--- config.mk ---
export PLATFORM = sky130hd
export DESIGN_NAME = if_fetch_unit
export DESIGN_NICKNAME = d
export VERILOG_FILES = /design/src/rtl/if_fetch_unit.sv
export SDC_FILE = /design/constraint.sdc
export NUM_CORES = 1
export LEC_CHECK = 0
export ABC_AREA = 1
export CAP_MARGIN = 30
export CORE_MARGIN = 2
export CORE_UTILIZATION = 50
export DETAILED_ROUTE_END_ITERATION = 12
export PLACE_DENSITY_LB_ADDON = 0.15
export REMOVE_ABC_BUFFERS = 1
export SLEW_MARGIN = 25
export SYNTH_ARGS = -nofsm -noshare
export SYNTH_HDL_FRONTEND = slang
export SYNTH_SLANG_ARGS = --single-unit
--- constraint.sdc ---
create_clock -name clk -period 4.85 [get_ports clk]
set_clock_uncertainty 0.05 [all_clocks]
set_input_delay 0.97 -clock clk [delete_from_list [all_inputs] [get_ports clk]]
set_output_delay 0.97 -clock clk [all_outputs]
set_load 0.01 [all_outputs]
--- src/rtl/if_fetch_unit.sv ---
// rtl/if_fetch_unit.sv - instruction fetch with PC, prefetch FIFO, redirect and halt
// Optional IF_FETCH_CNT_EN: count of instructions pushed into the prefetch FIFO.
module if_fetch_unit #(
  parameter logic [31:0] RESET_PC = 32'h0000_0000,
  parameter int          IM_AW    = 10,
  parameter int          DEPTH    = 4
) (
  input  logic             clk,
  input  logic             rst,
  output logic             IM_read,
  output logic [IM_AW-1:0] IM_addr,
  input  logic [31:0]      IM_out,
  output logic             out_valid,
  input  logic             out_ready,
  output logic [31:0]      out_inst,
  output logic [31:0]      out_pc,
  input  logic             redirect,
  input  logic [31:0]      redirect_pc,
  input  logic             halt_req,
  output logic [31:0]      fetch_cnt
);

  localparam int PW = $clog2(DEPTH);
  localparam logic [PW:0] FULL = (PW+1)'(DEPTH);

  typedef enum logic [1:0] {WAIT, RUN, HALT} state_t;

  state_t          state, state_next;
  logic [31:0]     pc;
  logic [PW-1:0]   rd_ptr, wr_ptr;
  logic [PW:0]     count;
  logic [31:0]     fifo_inst [DEPTH];
  logic [31:0]     fifo_pc   [DEPTH];
  logic            pop, push;
  logic [1:0]      unused_pc_lsb;

  assign unused_pc_lsb = redirect_pc[1:0];

  // All outputs are forced idle while reset is held, whatever the registered state.
  always_comb begin
    out_valid = rst && (count != '0);
    pop       = out_valid && out_ready;
    IM_read   = rst && (state == RUN) && !redirect && ((count < FULL) || pop);
    push      = IM_read;
    IM_addr   = (rst && (state != WAIT)) ? pc[IM_AW+1:2] : '0;
    out_inst  = out_valid ? fifo_inst[rd_ptr] : 32'h0;
    out_pc    = out_valid ? fifo_pc[rd_ptr]   : 32'h0;
  end

  always_comb begin
    state_next = state;
    case (state)
      WAIT:    state_next = RUN;
      RUN:     if (halt_req && !redirect) state_next = HALT;
      HALT:    if (redirect) state_next = RUN;
      default: state_next = WAIT;
    endcase
  end

  always_ff @(posedge clk) begin
    if (!rst) begin
      state  <= WAIT;
      pc     <= RESET_PC;
      rd_ptr <= '0;
      wr_ptr <= '0;
      count  <= '0;
    end else begin
      state <= state_next;
      if (redirect) begin
        // A taken branch discards everything buffered, including a same-cycle pop.
        pc     <= {redirect_pc[31:2], 2'b00};
        rd_ptr <= '0;
        wr_ptr <= '0;
        count  <= '0;
      end else begin
        if (push) begin
          wr_ptr <= wr_ptr + 1'b1;
          pc     <= pc + 32'd4;
        end
        if (pop) rd_ptr <= rd_ptr + 1'b1;
        if (push && !pop)      count <= count + 1'b1;
        else if (!push && pop) count <= count - 1'b1;
      end
    end
  end

  always_ff @(posedge clk) begin
    if (push) begin
      fifo_inst[wr_ptr] <= IM_out;
      fifo_pc[wr_ptr]   <= pc;
    end
  end

`ifdef IF_FETCH_CNT_EN
  logic [31:0] cnt;
  always_ff @(posedge clk) begin
    if (!rst)      cnt <= 32'h0;
    else if (push) cnt <= cnt + 32'd1;
  end
  assign fetch_cnt = cnt;
`else
  assign fetch_cnt = 32'h0;
`endif

endmodule

==> summary.md <==
| Metric | Value |
|---|---|
| Initial antenna violation count | 0 |
| DP Worst Slack | 611 ps |
| Final wirelength | between 20,000 and 30,000 um |
| Vias in the first global route | between 8,000 and 9,000 |
| Number of top-level pins | 177 |
| PnR worst setup slack | 637 ps |
| MaxCap Viol Count | 0 |
| Period utilization | 86.9% |
| Post-CTS Setup Bufs | 0 |
| RSZ-0062 raised after global routing | no |
| Die ar. | 0.0266 mm^2 |
| DRT iter0 DRCs | ~660 |
| Number of fill cells | about 2,000 |
| PortBufs | 140 |
| Peak Freq | 237 MHz |
| Reg area | ~0.0083 mm^2 |
| Fin. max-slew vios | 0 |
| Layout Utilization | roughly three fifths |
| Worst path arrival time | roughly 3200 ps |
| Worst-Margin Slew | between 800 and 900 ps |
| Die height | 163 um |
| Seq cells post-synth | approximately 290 |
| Worst slew margin | between 40% and 50% |
| Avg WL per Cell | between 15 and 20 um |
| Hold Crit Class | reg2reg |
| Most common cell after layout, fill and taps aside | nor2_1 |
| Worst Setup Start Kind | primary input |
| Sequential share of the synthesized area | roughly two thirds |
| Rows | just under 60 |
| Worst vdd ir | between 0.0002 and 0.0003 V |
| Reg clk slew, reported paths | about 60 ps |
| Mean Syn Cell Area | approximately 10 um^2 |
| Most frequent cells in the layout | nor2_1, edfxtp_1, o21ai_0 |
| Netlist cell types | 34 |
| GP Congestion | 0.853 |
| Area grow syn2layout | 20.1% |
| Leakage | between 5 and 6 nW |
| Drt via density | roughly 5.2 |
| CP Capture Type | output pin |
| P per Cell Area | about 350 mW/mm^2 |
| Pin count of the biggest net entering global routing | 63 |
| Layout net count | approximately 1,400 |
| # DRC | 0 |
| Htree depth | 1 |
| Synth top area share | about 59% |
| Largest cells by area after synthesis | edfxtp_1, nor2_1, dfxtp_1, o21ai_0, a21oi_1 |
| Initial Util | 50.6% |
| Endpoints failing hold | 0 |
| Ant diodes | 0 |
| CTS tree | done |
| Area of the multi-input gates | 0.00378 mm^2 |
| Non-Filler Instances | 1,705 |
| Status | finished, final reports clean |
| CTS Buf Count | 29 |
| # setup viols final | 0 |
| Placed Instances | 1,652 |
| Crit path max fanout | 32 |
| Sink Count | between 200 and 300 |
| Post-route ant nets | 0 |
| Chip Width | 163 um |
| Layout cells sized above 1 | 7.71% |
| Post-synth top area cell | edfxtp_1 |
| Skew-Pair Late Insertion Delay | between 500 and 600 ps |
| Cell Area, Synth | around 0.013 mm^2 |
| Drt first pass iters | 5 |
| Max clock buf depth | 3 |
| Final min period | between 4000 and 5000 ps |
| Hold_buf cts | 0 |
| Critical Path RT | ~3800 ps |
| Ys Warns | 0 |
| Area of the core | 0.0250 mm^2 |
| Post-detail-place hpwl | between 15,000 and 20,000 um |
| Setup TNS | 0 ps |
| Clock root buffer | clkbuf_16 |
| GRT Overall Usage | between 20% and 30% |
| Cell count after synthesis | roughly 1,200 |
| GR Overflow Total | 0 |
| First-pass GRT wire length | approximately 45,000 um |
| Critical path class | in2out |
| Total power | between 5 and 6 mW |
| Post-cts resize count | 0 |
| Vias | a little under 9,000 |
## power breakdown
group / switching (mW) / internal, mW
Combinational: 0.176 / 0.134
Sequential: 0.0559 / 2.75
Clock: 0.893 / 1.23
Total: 1.12 / 4.12
## per-layer routing
| metal | vias to the layer above | GRT usage [%] | share of wire (%) |
|---|---|---|---|
| met5 | - | 0 | 0 |
| met4 | 0 | 4.59 | 1.5 |
| met3 | 35 | 2.98 | 5.2 |
| met2 | 230 | 36.9 | 49 |
| met1 | 4212 | 29.8 | 45 |
| li1 | 4386 | - | - |
## layout make-up
| cell class | count | area share, % |
|---|---|---|
| Inverter | 53 | 1.31 |
| Timing Repair Buffer | 159 | 10.6 |
| Clock buffer | 39 | 5.16 |
| Tap cell | 330 | 2.72 |
| Multi-Input combinational cell | 821 | 24.9 |
| Sequential cell | 289 | 54.5 |
| Clock inverter | 14 | 0.783 |
## Yosys cell counts
master	number
nor2_1	316
edfxtp_1	248
o21ai_0	161
nand2_1	108
a21oi_1	99
inv_1	49
dfxtp_1	41
buf_4	38
nand3_1	36
clkbuf_1	33
buf_2	25
nand2_2	9
nor2_2	9
nor2_4	8
o22ai_1	7
or2_2	7
ha_1	6
inv_2	4
a21oi_2	3
a211oi_1	2
and2_1	2
buf_1	2
nand2_4	2
o21ai_1	2
xor2_1	2
a31oi_1	1
and3_1	1
conb_1	1
fa_1	1
mux2i_1	1
nand3b_1	1
nor3_1	1
nor3_4	1
o21bai_1	1
## worst paths after layout
kind	start	endpoint	cells after the start	slack [ps]
max	rst	out_inst[8]	7	640
min	rd_ptr[1]	flop	2	420
max reg2reg	state[1]	fifo_inst[1][8]	6	2460
min reg2reg	rd_ptr[1]	flop	2	420
## registers in the layout, indices dropped and copies added, names as in the netlist, named ones only
| signal | cells |
|---|---|
| pc | 30 |
| fifo_inst | 128 |
| count | 3 |
| fifo_pc | 120 |
| state | 2 |
| wr_ptr | 2 |
| rd_ptr | 2 |
## metrics by stage
| step | area [um^2] | hold slack (ps) |
|---|---|---|
| finish | 15200 | 421 |
| global route | 15200 | 440 |
| CTS | 15200 | 420 |
| detailed placement | 14300 | 408 |
| global placement | 14300 | 395 |
| floorplan | 12200 | 386 |
## logic make-up after synthesis
kind of cell | synth area share, %
buffers and inverters | 5.86
flip-flops | 65.4
XOR/XNOR | 0.139
AO/OA/AOI/OAI | 11.2
other | 0.0297
AND/OR/NAND/NOR | 16.5
adder cells (fa/ha/maj) | 0.753
multiplexers | 0.0792
## worst max-delay path: stages
cell and delay, ps:
clkdlybuf4s50_1 470, inv_1 80, a21oi_2 210, inv_2 350
buf_12 310, a21oi_1 210, clkdlybuf4s50_1 570
Power figures use the tool's default switching activity.
